===== config.mk =====
export PLATFORM = sky130hd
export DESIGN_NAME = geofence_frame_feeder
export DESIGN_NICKNAME = d
export VERILOG_FILES = /design/src/rtl/geofence_frame_feeder.sv
export SDC_FILE = /design/constraint.sdc
export NUM_CORES = 1
export LEC_CHECK = 0
export CAP_MARGIN = 20
export CELL_PAD_IN_SITES_DETAIL_PLACEMENT = 0
export CELL_PAD_IN_SITES_GLOBAL_PLACEMENT = 1
export CORE_MARGIN = 3
export CORE_UTILIZATION = 50
export DETAILED_ROUTE_END_ITERATION = 6
export PLACE_DENSITY = 0.83
export SYNTH_ARGS = -nofsm -noshare
export SYNTH_HDL_FRONTEND = slang
export SYNTH_SLANG_ARGS = --single-unit

===== constraint.sdc =====
create_clock -name clk -period 4.2 [get_ports clk]
set_clock_uncertainty 0.2 [all_clocks]
set_input_delay 0.63 -clock clk [delete_from_list [all_inputs] [get_ports clk]]
set_output_delay 0.63 -clock clk [all_outputs]
set_load 0.005 [all_outputs]

===== src/rtl/geofence_frame_feeder.sv =====
//==============================================================================
// Module  : geofence_frame_feeder
// Brief   : Collects host (X,Y) points into 7-point frames held in two
//           ping-pong slots, replays each frame to the geofence engine, waits
//           for the engine result (or a timeout) and returns it to the host
//           tagged with a wrapping frame ID.
// Revision: 1.0 - initial release
//==============================================================================
`default_nettype none
`timescale 1ns/1ps

module geofence_frame_feeder #(
    parameter int FRAME_PTS = 7,
    parameter int TIMEOUT   = 63
) (
    input  logic        clk,
    input  logic        reset,
    input  logic        in_valid,
    output logic        in_ready,
    input  logic [9:0]  in_x,
    input  logic [9:0]  in_y,
    output logic [9:0]  gf_x,
    output logic [9:0]  gf_y,
    input  logic        gf_valid,
    input  logic        gf_is_inside,
    output logic        res_valid,
    input  logic        res_ready,
    output logic        res_inside,
    output logic        res_timeout,
    output logic [7:0]  res_frame_id,
    output logic        busy
);

    localparam int c_IDX_W = $clog2(FRAME_PTS);
    localparam int c_CNT_W = $clog2(TIMEOUT + 1);
    localparam int c_PT_W  = 20;

    localparam logic [c_IDX_W-1:0] c_LAST_IDX = c_IDX_W'(FRAME_PTS - 1);
    localparam logic [c_CNT_W-1:0] c_TIMEOUT  = c_CNT_W'(TIMEOUT);

    typedef enum logic [1:0] {
        ST_IDLE   = 2'd0,
        ST_SEND   = 2'd1,
        ST_WAIT   = 2'd2,
        ST_REPORT = 2'd3
    } state_t;

    // Two frame slots; a slot's contents are only meaningful while its full flag is set
    logic [c_PT_W-1:0]  mem_q [0:1][0:FRAME_PTS-1];

    state_t             state_q,       state_d;
    logic [1:0]         full_q,        full_d;
    logic               wr_slot_q,     wr_slot_d;
    logic [c_IDX_W-1:0] wr_idx_q,      wr_idx_d;
    logic               rd_slot_q,     rd_slot_d;
    logic [c_IDX_W-1:0] snd_idx_q,     snd_idx_d;
    logic [c_CNT_W-1:0] cnt_q,         cnt_d;
    logic [9:0]         gf_x_q,        gf_x_d;
    logic [9:0]         gf_y_q,        gf_y_d;
    logic               res_valid_q,   res_valid_d;
    logic               res_inside_q,  res_inside_d;
    logic               res_timeout_q, res_timeout_d;
    logic [7:0]         frame_id_q,    frame_id_d;

    logic               w_accept;
    logic [c_PT_W-1:0]  w_rd_point;

    assign in_ready     = ~full_q[wr_slot_q];
    assign w_accept     = in_valid & in_ready;
    assign w_rd_point   = mem_q[rd_slot_q][snd_idx_q];

    assign gf_x         = gf_x_q;
    assign gf_y         = gf_y_q;
    assign res_valid    = res_valid_q;
    assign res_inside   = res_inside_q;
    assign res_timeout  = res_timeout_q;
    assign res_frame_id = frame_id_q;
    assign busy         = (state_q != ST_IDLE);

    // Point storage write port; no reset needed since the full flags gate all reads
    always_ff @(posedge clk) begin
        if (w_accept) begin
            mem_q[wr_slot_q][wr_idx_q] <= {in_x, in_y};
        end
    end

    // Next-state logic for the fill side, the send FSM and the result registers
    always_comb begin
        state_d       = state_q;
        full_d        = full_q;
        wr_slot_d     = wr_slot_q;
        wr_idx_d      = wr_idx_q;
        rd_slot_d     = rd_slot_q;
        snd_idx_d     = snd_idx_q;
        cnt_d         = cnt_q;
        gf_x_d        = gf_x_q;
        gf_y_d        = gf_y_q;
        res_valid_d   = res_valid_q;
        res_inside_d  = res_inside_q;
        res_timeout_d = res_timeout_q;
        frame_id_d    = frame_id_q;

        // Fill side: the last point of a frame seals the slot and moves to the other one
        if (w_accept) begin
            if (wr_idx_q == c_LAST_IDX) begin
                full_d[wr_slot_q] = 1'b1;
                wr_idx_d          = '0;
                wr_slot_d         = ~wr_slot_q;
            end else begin
                wr_idx_d = wr_idx_q + c_IDX_W'(1);
            end
        end

        case (state_q)
            ST_IDLE: begin
                if (full_q[rd_slot_q]) begin
                    state_d   = ST_SEND;
                    snd_idx_d = '0;
                end
            end

            ST_SEND: begin
                gf_x_d = w_rd_point[19:10];
                gf_y_d = w_rd_point[9:0];
                if (snd_idx_q == c_LAST_IDX) begin
                    state_d = ST_WAIT;
                    cnt_d   = '0;
                end else begin
                    snd_idx_d = snd_idx_q + c_IDX_W'(1);
                end
            end

            ST_WAIT: begin
                // Timeout fires on the cycle in which the counter holds TIMEOUT
                if (gf_valid) begin
                    res_inside_d  = gf_is_inside;
                    res_timeout_d = 1'b0;
                    res_valid_d   = 1'b1;
                    state_d       = ST_REPORT;
                end else if (cnt_q == c_TIMEOUT) begin
                    res_inside_d  = 1'b0;
                    res_timeout_d = 1'b1;
                    res_valid_d   = 1'b1;
                    state_d       = ST_REPORT;
                end else begin
                    cnt_d = cnt_q + c_CNT_W'(1);
                end
            end

            ST_REPORT: begin
                // The slot being released is never the slot being sealed this cycle
                if (res_ready) begin
                    full_d[rd_slot_q] = 1'b0;
                    rd_slot_d         = ~rd_slot_q;
                    frame_id_d        = frame_id_q + 8'd1;
                    res_valid_d       = 1'b0;
                    state_d           = ST_IDLE;
                end
            end

            default: begin
                state_d = ST_IDLE;
            end
        endcase
    end

    // State, pointer and output registers with asynchronous clear
    always_ff @(posedge clk or posedge reset) begin
        if (reset) begin
            state_q       <= ST_IDLE;
            full_q        <= '0;
            wr_slot_q     <= 1'b0;
            wr_idx_q      <= '0;
            rd_slot_q     <= 1'b0;
            snd_idx_q     <= '0;
            cnt_q         <= '0;
            gf_x_q        <= '0;
            gf_y_q        <= '0;
            res_valid_q   <= 1'b0;
            res_inside_q  <= 1'b0;
            res_timeout_q <= 1'b0;
            frame_id_q    <= '0;
        end else begin
            state_q       <= state_d;
            full_q        <= full_d;
            wr_slot_q     <= wr_slot_d;
            wr_idx_q      <= wr_idx_d;
            rd_slot_q     <= rd_slot_d;
            snd_idx_q     <= snd_idx_d;
            cnt_q         <= cnt_d;
            gf_x_q        <= gf_x_d;
            gf_y_q        <= gf_y_d;
            res_valid_q   <= res_valid_d;
            res_inside_q  <= res_inside_d;
            res_timeout_q <= res_timeout_d;
            frame_id_q    <= frame_id_d;
        end
    end

endmodule

`default_nettype wire


Word level (Yosys, flattened, before mapping)
Memories as Yosys holds them, arrays and structs flattened.
Cells that the tools add are included.
{"block": "op_classes", "reduce_logical": 16, "eq_ne": 13, "mux": 40, "order_cmp": 7, "addsub": 4, "bitwise_logic": 9}
{"operator": "$mux 140", "count": 1}
{"operator": "$bmux 20 s3", "count": 1}
{"operator": "$demux 20 s3", "count": 1}
{"operator": "$mux 20", "count": 3}
{"operator": "$mux 2", "count": 9}
{"operator": "$mux 6", "count": 3}
{"operator": "$mux 1", "count": 13}
{"operator": "$ne 2x2->1 const B", "count": 6}
{"operator": "$pmux 6 s2", "count": 1}
{"operator": "$reduce_bool 2->1", "count": 5}
{"operator": "$mux 3", "count": 3}
{"operator": "$add 8x1->8 const B", "count": 1}
{"operator": "$ge 4x4->1 const B", "count": 2}
{"operator": "$not 3->4", "count": 2}
{"operator": "$pmux 2 s4", "count": 1}
{"operator": "$reduce_and 4->1", "count": 2}
{"operator": "$add 3x1->3 const B", "count": 2}
{"operator": "$add 6x1->6 const B", "count": 1}
{"operator": "$eq 3x3->1 const B", "count": 2}
{"operator": "$eq 6x6->1 const B", "count": 1}
{"operator": "$pmux 3 s2", "count": 1}
{"operator": "$reduce_and 2->1", "count": 3}
{"operator": "$reduce_and 3->1", "count": 2}
{"operator": "$eq 2x2->1 const B", "count": 2}
{"operator": "14 further kinds", "count": 21}
{"block": "totals", "mem_count": 1, "reg_bits": 49, "out_inout_bits": 33, "mem_bits_rw": 280, "input_bits": 26}
{"memory": "mem_q", "depth": 2, "width": 140, "rd": 1, "rd_clocked_by_memory_dff": 0, "wr": 1, "line_no": "49", "source": "logic [c_PT_W-1:0] mem_q [0:1][0:FRAME_PTS-1];"}

Longest topological paths before layout
{"block": "depth", "word_depth": 10, "ltp_mapped": 9, "mapped_depth_nobuf": 6}

Least setup slack after synthesis
No wires, ideal clock.
{"block": "synth_path", "kind": "register -> register", "start": "register wr_slot_q", "end": "memory mem_q[0][100] in the netlist's numbering (enable)", "stages_incl_launch_ff": 4, "synth_period_minus_slack_ns": 3.481, "setup_slack_ns": 0.719, "arrival_time_ns": 2.833, "setup_time_ns": 0.448, "cell_sequence": "dfrtp_1 mux2i_1 nand3_1 nor4_1"}
{"block": "synth_via", "elab_chain_cells": 6}
{"item": "from (decl)", "line_no": "53", "source": "logic wr_slot_q, wr_slot_d;"}
{"item": "from (signal assigned)", "line_no": "186", "source": "wr_slot_q <= wr_slot_d;"}
{"item": "$mux 1 (implied by the code) (2 in a row)", "line_no": "68", "source": "assign in_ready = ~full_q[wr_slot_q];"}
{"item": "$not 1->1", "line_no": "68"}
{"item": "via in_ready", "line_no": "19", "source": "output logic in_ready,"}
{"item": "$and 1x1->1", "line_no": "69", "source": "assign w_accept = in_valid & in_ready;"}
{"item": "$mux 1", "line_no": "82", "source": "if (w_accept) begin"}
{"item": "$mux 140 (implied by the code)", "line_no": "83", "source": "mem_q[wr_slot_q][wr_idx_q] <= {in_x, in_y};"}
{"item": "to (decl)", "line_no": "49"}
The timed path passes the listed nets, and every way through them passes these cells. The select of a mux whose other input is x is not followed.

Worst setup path in the final report
{"block": "layout_path", "start": "register wr_slot_q", "end": "output port in_ready"}
{"block": "layout_via", "elab_chain_cells": 3}
{"item": "$mux 1 (implied by the code) (2 in a row)", "line_no": "68"}
{"item": "$not 1->1", "line_no": "68"}
{"item": "to (decl)", "line_no": "19"}
No other way between the ends. The select of a mux whose other input is x is not followed.

==> run metrics <==
Fin Hold WS=around 0.27 ns; boundary pin count=59; die width=167.1 um; Setup WS pre-CTS=1.326 ns; Post-Layout Cell Count=1151; DRC errors left=0; max-cap viol count=0; Async SR Flop Fraction=14.89%; site row count=58; number of synthesized flops with an enable pin=280; synth unique cells=55; Routed Antenna Nets=0; Reg2Reg Depth=5; Met1 Wirelength=11280 um; Setup Crit Path Kind=reg2out; CTS Buf Count=34; routed wire length=28080 um; setup repair after global routing missed its margin=false; met2 WL=14110 um; area grow syn2layout=16.39%; Placed Area=13980 um^2; Hold Crit Class=reg2reg; Setup WS post-layout=1.222 ns; Total Routing Usage GR=20.62%; fillers=1809; chip height=167.1 um; slowest CP cell=dfrtp_1; crit path DAT=2.15 ns; DIE AREA=27920 um^2; via/cell ratio=between 5 and 6; status=complete, no violations; Crit path largest cell delay=0.67 ns; CTS resizes=0; Bufs on Longest Clock Path=3; synth cell count leaders=edfxtp_1 (280), nand2_1 (57), mux4_2 (54); routability cong.=0.8091; met3 WL=1776 um; Worst slew margin=46.27%; share of layout cells above drive strength 1=between 10% and 20%; Seq/Total Area, Yosys=between 70% and 80%; PwrDens=~670 nW/um^2; mean post-synth cell area=18.07 um^2; Critical Path Start Type=flop; count leader, synth=edfxtp_1; min cycle time layout=2.978 ns; top post-synthesis cells by area=edfxtp_1 (65%), dfrtp_1 (9.4%), mux4_2 (9.4%), mux2i_1 (2.8%), nand2_1 (1.6%); Crit Path Max Fanout=11; cell taking the most area after synthesis=edfxtp_1; GRT overflow=0; hold_buf cts=0; CP required=3.37 ns; Syn Std Cell Area=12980 um^2; number of global-route vias before repair=7272; Final Hold Vio Count=0; setup violators final=0; clock sinks=329; Port Buffer Count=58; Clock transition at path regs=0.06 ns; DR pass1 iterations=5; post-synth net total=753; CP cell instances=mux2i_1 -> clkdlybuf4s50_1; Synth warnings=0; number of synthesized register bits=329; largest net degree at the start of global routing=54; Leak=between 0.005 and 0.006 uW; first-pass GRT wire length=43860 um; Final Cycle Share=70.90%; root buf cell=clkbuf_16; nets@finish=832; H-Tree Depth=2; clk_lat worst skew=0.52 ns; final antenna diode count=0; Initial DRC Count=just under 600; Mapped Cells=718; Slew Viols, Final=0; CP Capture Type=primary output; initial antenna violation count=0; setup TNS=0 ns; Worst Hold Depth=1; Core ar.=25330 um^2; maximum clock rate=335.8 MHz; Placed Instances=1091; routed len/inst=24.39 um; postcts setup bufs=0; Initial Util=51.24%; vias=6881; Worst-Margin Slew=around 0.81 ns; CTS tree=built; top sig layer=met4; share of the synthesized area in the top cell type=64.79%; design area=about 15000 um^2; Synth Flop Type=edfxtp_1; Peak VDD IR=around 0.47 mV; DP HPWL=17580 um
sequential cells by signal (all words and copies together) (netlist names), 2 cells and up:
| signal | cells |
|---|---|
| cnt_q | 6 |
| full_q | 2 |
| gf_x | 10 |
| gf_y | 10 |
| mem_q | 280 |
| res_frame_id | 8 |
| snd_idx_q | 3 |
| state_q | 2 |
| wr_idx_q | 3 |
power by group:
part	total [uW]	internal (uW)	switching [uW]
Clock	3000	1770	1230
Sequential	4430	4020	413
Combinational	2630	1250	1380
through the flow:
step / utilization, % / total power [uW]
after detailed placement: 55.22 / 7149
after CTS: 59.64 / 10150
after floorplan: - / 6197
after global placement: 55.22 / 7056
after global routing: 59.64 / 10540
final: 59.64 / 10070
placed cells by master, fill, tap and decap left out, types with 7 or more instances in the layout:
master           Yosys  layout
edfxtp_1           280     280
clkdlybuf4s50_1      0      58
nand2_1             57      57
mux4_2              54      54
dfrtp_1             49      47
mux2i_1             36      36
clkbuf_16            0      34
o21ai_0             29      29
nor2_1              27      22
buf_4                2      20
a21oi_1             19      19
o22ai_1             18      18
a311oi_1            14      14
inv_1               14      13
clkinv_1             1      11
ha_1                 9       9
nand3_1              7       7
logic make-up (layout without fill, tap and decap cells):
kind of cell | count (synthesis) | count (layout) | synth area share, %
buffers and inverters | 51 | 154 | 2.188
multiplexers | 92 | 92 | 12.32
XOR/XNOR | 9 | 9 | 0.6074
AO/OA/AOI/OAI | 105 | 105 | 5.428
adder cells (fa/ha/maj) | 9 | 9 | 0.8677
AND/OR/NAND/NOR | 123 | 123 | 4.348
flip-flops | 329 | 329 | 74.24
final cells by class:
cell class                      instances  area, um^2  area share, %
Timing Repair Buffer                   79       750.7          4.970
Multi-Input combinational cell        338        3126          20.69
Tap cell                              330       412.9          2.734
Sequential cell                       329        9639          63.82
Inverter                               15       56.30         0.3728
Clock inverter                         23       247.7          1.640
Clock buffer                           37       872.1          5.774
worst paths after layout:
path                       slack [ns]             from              end
max                              1.22        wr_slot_q         in_ready
min                              0.27  res_frame_id[7]  res_frame_id[7]
max reg2reg                      1.40        wr_slot_q     mem_q[0][40]
min reg2reg                      0.27  res_frame_id[7]  res_frame_id[7]
max in group asynchronous        2.66            reset          gf_y[3]
min in group asynchronous        0.35            reset  res_frame_id[6]
routing by layer:
layer | vias up | global-route usage [%]
li1 | 3012 | -
met1 | 3574 | 27.52
met2 | 243 | 34.16
met3 | 52 | 3.848
met4 | 0 | 7.855
met5 | - | 0.6957
critical path, delay by kind of cell, from the launching register on:
family | cells | cell delay, ns
flip-flops | 1 | 0.67
buffers and inverters | 1 | 0.59
multiplexers | 1 | 0.38
(Power assumes the default switching activity.)
